<file path="src/rtl/sine_lut_pkg.sv">
// Shared definitions for the two-channel sine LUT scheduler.
// Default widths and the channel-index type.
package sine_lut_pkg;

    localparam int ADDR_BITS_DEF     = 10;
    localparam int DATA_OUT_BITS_DEF = 12;
    localparam int PHASE_BITS_DEF    = 24;
    localparam int NUM_CH            = 2;

    typedef logic ch_idx_t;

endpackage

</file>
<file path="src/rtl/dds_phase_acc.sv">
// Per-channel phase accumulator with pending request flag.
// Flags a tick that lands on an unserviced request.
module dds_phase_acc
    import sine_lut_pkg::*;
#(
    parameter int ADDR_BITS  = ADDR_BITS_DEF,
    parameter int PHASE_BITS = PHASE_BITS_DEF
) (
    input  logic                  clk_in,
    input  logic                  rst_n_in,
    input  logic                  i_enable,
    input  logic                  i_tick,
    input  logic [PHASE_BITS-1:0] i_fcw,
    input  logic                  i_grant,
    output logic [ADDR_BITS-1:0]  o_addr,
    output logic                  o_pending,
    output logic                  o_overrun
);

    logic [PHASE_BITS-1:0] r_acc;
    logic                  r_pending;
    logic                  r_overrun;

    // Advance phase on tick; a grant consumes the request unless a tick re-arms it.
    always_ff @(posedge clk_in or negedge rst_n_in) begin
        if (!rst_n_in) begin
            r_acc     <= '0;
            r_pending <= 1'b0;
            r_overrun <= 1'b0;
        end else if (!i_enable) begin
            r_pending <= 1'b0;
        end else if (i_tick) begin
            r_acc     <= r_acc + i_fcw;
            r_pending <= 1'b1;
            if (r_pending && !i_grant) begin
                r_overrun <= 1'b1;
            end
        end else if (i_grant) begin
            r_pending <= 1'b0;
        end
    end

    assign o_addr    = r_acc[PHASE_BITS-1 -: ADDR_BITS];
    assign o_pending = r_pending;
    assign o_overrun = r_overrun;

endmodule

</file>
<file path="src/rtl/sine_lut_sched.sv">
// Two-channel scheduler sharing one synchronous sine LUT.
// Round-robin grant, two-stage read pipeline, per-channel output regs.
module sine_lut_sched
    import sine_lut_pkg::*;
#(
    parameter int ADDR_BITS     = ADDR_BITS_DEF,
    parameter int DATA_OUT_BITS = DATA_OUT_BITS_DEF,
    parameter int PHASE_BITS    = PHASE_BITS_DEF
) (
    input  logic                     clk_in,
    input  logic                     rst_n_in,
    input  logic                     enable_in,
    input  logic                     ch0_tick_in,
    input  logic                     ch1_tick_in,
    input  logic [PHASE_BITS-1:0]    ch0_fcw_in,
    input  logic [PHASE_BITS-1:0]    ch1_fcw_in,
    output logic [ADDR_BITS-1:0]     lut_addr_out,
    input  logic [DATA_OUT_BITS-1:0] lut_data_in,
    output logic [DATA_OUT_BITS-1:0] ch0_sample_out,
    output logic [DATA_OUT_BITS-1:0] ch1_sample_out,
    output logic                     ch0_valid_out,
    output logic                     ch1_valid_out,
    input  logic                     ch0_ready_in,
    input  logic                     ch1_ready_in,
    output logic [1:0]               overrun_out,
    output logic                     busy_out
);

    logic [NUM_CH-1:0]     w_tick;
    logic [NUM_CH-1:0]     w_ready;
    logic [PHASE_BITS-1:0] w_fcw [NUM_CH];
    logic [ADDR_BITS-1:0]  w_addr [NUM_CH];
    logic [NUM_CH-1:0]     w_pending;
    logic [NUM_CH-1:0]     w_tick_ovr;
    logic [NUM_CH-1:0]     w_grant;
    logic                  w_gnt_vld;
    ch_idx_t               w_gnt_ch;

    logic [ADDR_BITS-1:0]     r_addr;
    ch_idx_t                  r_rr;
    logic                     r_s1_vld;
    ch_idx_t                  r_s1_ch;
    logic                     r_s2_vld;
    ch_idx_t                  r_s2_ch;
    logic [DATA_OUT_BITS-1:0] r_sample [NUM_CH];
    logic [NUM_CH-1:0]        r_valid;
    logic [NUM_CH-1:0]        r_cap_ovr;

    assign w_tick  = {ch1_tick_in, ch0_tick_in};
    assign w_ready = {ch1_ready_in, ch0_ready_in};
    assign w_fcw[0] = ch0_fcw_in;
    assign w_fcw[1] = ch1_fcw_in;

    for (genvar gi = 0; gi < NUM_CH; gi++) begin : g_ch
        dds_phase_acc #(
            .ADDR_BITS  (ADDR_BITS),
            .PHASE_BITS (PHASE_BITS)
        ) u_acc (
            .clk_in    (clk_in),
            .rst_n_in  (rst_n_in),
            .i_enable  (enable_in),
            .i_tick    (w_tick[gi]),
            .i_fcw     (w_fcw[gi]),
            .i_grant   (w_grant[gi]),
            .o_addr    (w_addr[gi]),
            .o_pending (w_pending[gi]),
            .o_overrun (w_tick_ovr[gi])
        );
    end

    // Round-robin pick among pending channels; pointer breaks ties only.
    always_comb begin
        w_gnt_vld = 1'b0;
        w_gnt_ch  = 1'b0;
        w_grant   = '0;
        if (enable_in) begin
            unique case (w_pending)
                2'b11: begin
                    w_gnt_vld = 1'b1;
                    w_gnt_ch  = r_rr;
                end
                2'b01: w_gnt_vld = 1'b1;
                2'b10: begin
                    w_gnt_vld = 1'b1;
                    w_gnt_ch  = 1'b1;
                end
                default: ;
            endcase
        end
        if (w_gnt_vld) begin
            w_grant[w_gnt_ch] = 1'b1;
        end
    end

    // Issue the LUT address and track the channel tag through the read latency.
    always_ff @(posedge clk_in or negedge rst_n_in) begin
        if (!rst_n_in) begin
            r_addr   <= '0;
            r_rr     <= 1'b0;
            r_s1_vld <= 1'b0;
            r_s1_ch  <= 1'b0;
            r_s2_vld <= 1'b0;
            r_s2_ch  <= 1'b0;
        end else begin
            r_s1_vld <= w_gnt_vld;
            r_s1_ch  <= w_gnt_ch;
            r_s2_vld <= r_s1_vld;
            r_s2_ch  <= r_s1_ch;
            if (w_gnt_vld) begin
                r_addr <= w_addr[w_gnt_ch];
                r_rr   <= !w_gnt_ch;
            end
        end
    end

    // Capture returning data; a capture wins over a same-edge consume.
    always_ff @(posedge clk_in or negedge rst_n_in) begin
        if (!rst_n_in) begin
            for (int n = 0; n < NUM_CH; n++) begin
                r_sample[n] <= '0;
            end
            r_valid   <= '0;
            r_cap_ovr <= '0;
        end else begin
            for (int n = 0; n < NUM_CH; n++) begin
                if (r_s2_vld && (r_s2_ch == ch_idx_t'(n))) begin
                    r_sample[n] <= lut_data_in;
                    r_valid[n]  <= 1'b1;
                    if (r_valid[n] && !w_ready[n]) begin
                        r_cap_ovr[n] <= 1'b1;
                    end
                end else if (r_valid[n] && w_ready[n]) begin
                    r_valid[n] <= 1'b0;
                end
            end
        end
    end

    assign lut_addr_out   = r_addr;
    assign ch0_sample_out = r_sample[0];
    assign ch1_sample_out = r_sample[1];
    assign ch0_valid_out  = r_valid[0];
    assign ch1_valid_out  = r_valid[1];
    assign overrun_out    = w_tick_ovr | r_cap_ovr;
    assign busy_out       = (|w_pending) | r_s1_vld | r_s2_vld;

endmodule

</file>
<file path="config.mk">
export PLATFORM = sky130hd
export DESIGN_NAME = sine_lut_sched
export DESIGN_NICKNAME = d
export VERILOG_FILES = /design/src/rtl/sine_lut_pkg.sv /design/src/rtl/dds_phase_acc.sv /design/src/rtl/sine_lut_sched.sv
export SDC_FILE = /design/constraint.sdc
export NUM_CORES = 1
export LEC_CHECK = 0
export CAP_MARGIN = 5
export CORE_MARGIN = 4
export CORE_UTILIZATION = 25
export DETAILED_ROUTE_END_ITERATION = 8
export PLACE_DENSITY_LB_ADDON = 0.25
export SLEW_MARGIN = 20
export SYNTH_ARGS = -nofsm -noshare
export SYNTH_HDL_FRONTEND = slang
export SYNTH_SLANG_ARGS = --single-unit
</file>
<file path="constraint.sdc">
create_clock -name clk_in -period 2.7 [get_ports clk_in]
set_input_delay 0.27 -clock clk_in [delete_from_list [all_inputs] [get_ports clk_in]]
set_output_delay 0.27 -clock clk_in [all_outputs]
set_load 0.005 [all_outputs]
</file>
==> results.md <==
* Setup TNS at 0 ns
* Critical path class: reg -> reg
* Row cnt at 56
* Gate Count Post-Synth at 632
* Largest net degree at the start of global routing at 47
* CP Max Fanout at 3
* DRT antenna net count at 0
* Initial antenna violation count at 0
* Yosys reg bits at 95
* Final slew viol count at 0
* CTS Sinks at 95
* Die Y at 163 um
* TritonCTS clock tree: done
* Synth top area share at 39.5%
* Distinct cells, synth at 63
* Outcome: complete, no violations
* Layout area overhead at 34.3%
* Critical R2R Launch: g_ch[1].u_acc.r_acc[0]$_DFFE_PN0P_
* Final Cycle Share at 96.2%
* Share of cells above drive strength 1 at 14.4%
* Pre-antenna DRT Iters at 4
* Hold Path End: r_s2_ch$_DFF_PN0_
* Required time worst endpoint at slightly below 3 ns
* Ys flop type: dfrtp_1
* HP Class: reg -> reg
* Nets@finish at 886
* Mean Syn Cell Area at 9.52 um2
* Remaining Overflow, GRT at 0
* First-pass GRT wire length at about 27000 um
* Die X-Extent at 163 um
* Clock latency on the worst-skew pair at 0.36 ns
* WL per Instance at 14.8 um
* Startpoint Class: register
* Longest Clk Path Bufs at 2
* Total number of vias at 5067
* Synth area leaders: dfrtp_1, ha_1, nand2_1, mux2_2, o21ai_0
* Ports at 106
* DRC at 0
* Final Hold Violating Endpoints at 0
* Synth warn at 0
* H-tree depth at 3
* Relative slew slack at between 50% and 60%
* Hold Path Cell Cnt at 0
* Skew final at 0.0125 ns
* Synthesized Nets at 747
* Maximum vdd ir drop at 0.347 mV
* Final wirelength at 16200 um
* Antenna cell count at 0
* P per Cell Area at between 1000 and 1500 mW/mm2
* Root buffer cell: clkbuf_16
* R2R Path End: g_ch[1].u_acc.r_acc[22]$_DFFE_PN0P_
* Reg2reg setup slack at 0.10 ns
* Tightest Pin Transition at 0.680 ns
* Register area at 0.00238 mm2
* Total of max-cap violations at 0
* Post-synth EDFFs at 0
* Mapped cell area at 0.00602 mm2
* Multi-input gate area at 0.00351 mm2
* Post-DP Area at 0.00772 mm2
* DPL Wire Length at 12700 um
* Final Setup Violations at 0
* Initial core utilization at 25.6%
* Fillcell total at 2443
* Register-to-Register Path Depth at 9
* Seq/Total Area, Yosys at between 30% and 40%
* RSZ-0062 raised after global routing: false
* GRT Util Overall at 12.4%
* Vias in the first global route at 5146
* Initial DRC count at 257
* Avg Vias per Cell at between 4 and 5
* Synth area leader: dfrtp_1
* Leakage at 0.00355 uW
* Clock edge transition at the registers on the reported setup and hold paths at 0.08 ns
* Type of element capturing the critical path: register
* CP Data Arrival Time at 2.84 ns
* I/O Buffers at 105
* Tmin final at 2.60 ns
* Fin area at 0.00808 mm2
* CTS Buf Count at 9
* Die area at 0.0266 mm2
* F_max at a little under 400 MHz
* Hold Startpoint: r_s1_ch$_DFF_PN0_
* Core Area at 0.0235 mm2
* Async SR Flop Fraction at 100%
* Final RePlAce weighted congestion at 0.825
[worst max-delay path by stage]
stage	slack, ns	end	depth (start not counted)	from
detailed placement	-0.38	g_ch[1].u_acc.r_acc[22]$_DFFE_PN0P_	10	ch1_fcw_in[0]
CTS	0.01	g_ch[1].u_acc.r_acc[22]$_DFFE_PN0P_	9	g_ch[1].u_acc.r_acc[0]$_DFFE_PN0P_
floorplan	0.12	g_ch[1].u_acc.r_acc[22]$_DFFE_PN0P_	9	g_ch[1].u_acc.r_acc[0]$_DFFE_PN0P_
finish	0.10	g_ch[1].u_acc.r_acc[22]$_DFFE_PN0P_	9	g_ch[1].u_acc.r_acc[0]$_DFFE_PN0P_
global placement	-0.35	g_ch[1].u_acc.r_acc[22]$_DFFE_PN0P_	10	ch1_fcw_in[0]
global route	0.002	g_ch[0].u_acc.r_acc[20]$_DFFE_PN0P_	9	g_ch[0].u_acc.r_acc[0]$_DFFE_PN0P_
[cell usage after synthesis, types with 4 or more instances]
master,n
dfrtp_1,95
nand2_1,86
o21ai_0,55
ha_1,46
nor2_1,33
a21oi_1,29
mux2_2,27
a21o_1,26
clkbuf_1,22
xnor2_1,21
inv_1,19
xor2_1,13
nand3_1,12
nor3_1,11
a211oi_1,9
o21a_1,9
nand2b_1,7
a22oi_1,6
and2_1,6
mux2i_1,6
o211ai_1,6
o21ai_1,6
o21bai_1,6
o31ai_1,6
nand4_1,5
a31o_2,4
a31oi_1,4
and3_1,4
o31a_1,4
[stage by stage]
| stage | worst slack (ns) | hold WS, ns | util, % | instances | total power [uW] |
|---|---|---|---|---|---|
| detailed placement | -0.376 | 0.352 | 32.8 | 1077 | 6890 |
| global route | 0.00239 | 0.368 | 34.3 | 1095 | 8990 |
| CTS | 0.0147 | 0.370 | 34.2 | 1095 | 8300 |
| floorplan | 0.123 | -0.0256 | - | 632 | 5250 |
| global placement | -0.352 | 0.331 | 32.8 | 1077 | 6870 |
| finish | 0.102 | 0.362 | 34.3 | 1095 | 8220 |
[cells by family (layout without fill, tap and decap cells)]
group / Yosys count / after routing / share of synthesized area, %
DFF: 95 / 95 / 39.5
xor gates and xnor gates: 34 / 34 / 4.95
adders and majority gates: 48 / 48 / 10.2
AOI/OAI and AO/OA: 198 / 198 / 22.8
buffers and inverters: 43 / 187 / 2.68
muxes: 33 / 33 / 6.05
and+or+nand+nor: 181 / 181 / 13.8
[timing repair]
action	4_1_cts	5_1_grt
hold buffers	1	0
setup endpoints to repair	1	2
resized for setup	2	4
gates cloned	0	0
buffers inserted	1	0
pin swaps	3	4
endpoints found under the hold margin	44	0
[report_power, final]
part           switching, uW  internal, uW
registers                368          1950
logic                   2260          2310
clock network            662           668
[sequential cells by signal, summed over array words and instances, names as in the netlist]
signal / cells
g_ch.u_acc.o_pending: 2
g_ch.u_acc.o_overrun: 2
lut_addr_out: 10
r_s1_vld: 1
r_s1_ch: 1
g_ch.u_acc.r_acc: 48
r_rr: 1
r_s2_ch: 1
ch0_sample_out: 12
r_cap_ovr: 2
r_valid: 2
ch1_sample_out: 12
r_s2_vld: 1
[final cells by class]
class / count / share of cell area (%)
clock buffers: 9 / 2.79
clock inverters: 7 / 1.01
inverters: 19 / 0.883
multi-input cells: 494 / 43.4
flip-flops and latches: 95 / 29.4
well taps: 319 / 4.94
repair buffers: 152 / 17.5
[metal layers]
| metal | wire, um | vias to the layer above | GRT usage [%] |
|---|---|---|---|
| li1 | - | 2588 | - |
| met1 | 7770 | 2376 | 16.7 |
| met2 | 7590 | 89 | 20.4 |
| met3 | 646 | 14 | 2.09 |
| met4 | 230 | 0 | 4.04 |
| met5 | 0 | - | 0 |
[placed cells by master, fill, tap and decap left out, types with 7 or more instances in the layout]
master	count
clkdlybuf4s50_1	104
dfrtp_1	95
nand2_1	86
o21ai_0	54
buf_4	46
ha_1	45
nor2_1	33
a21oi_1	29
mux2_2	27
a21o_1	26
xnor2_1	21
inv_1	19
xor2_1	13
nand3_1	12
nor3_1	11
a211oi_1	9
o21a_1	9
clkbuf_16	9
o21ai_1	7
nand2b_1	7
[critical path, stage by stage (launching register included)]
cell and delay (ns):
dfrtp_1 0.39, ha_2 0.19, fa_2 0.36, a211oi_4 0.25
o211ai_2 0.15, a41o_4 0.30, a31oi_4 0.18, o221ai_4 0.13
o21a_1 0.19, o32a_1 0.34
Note: power is estimated with default switching activity, not from simulation.
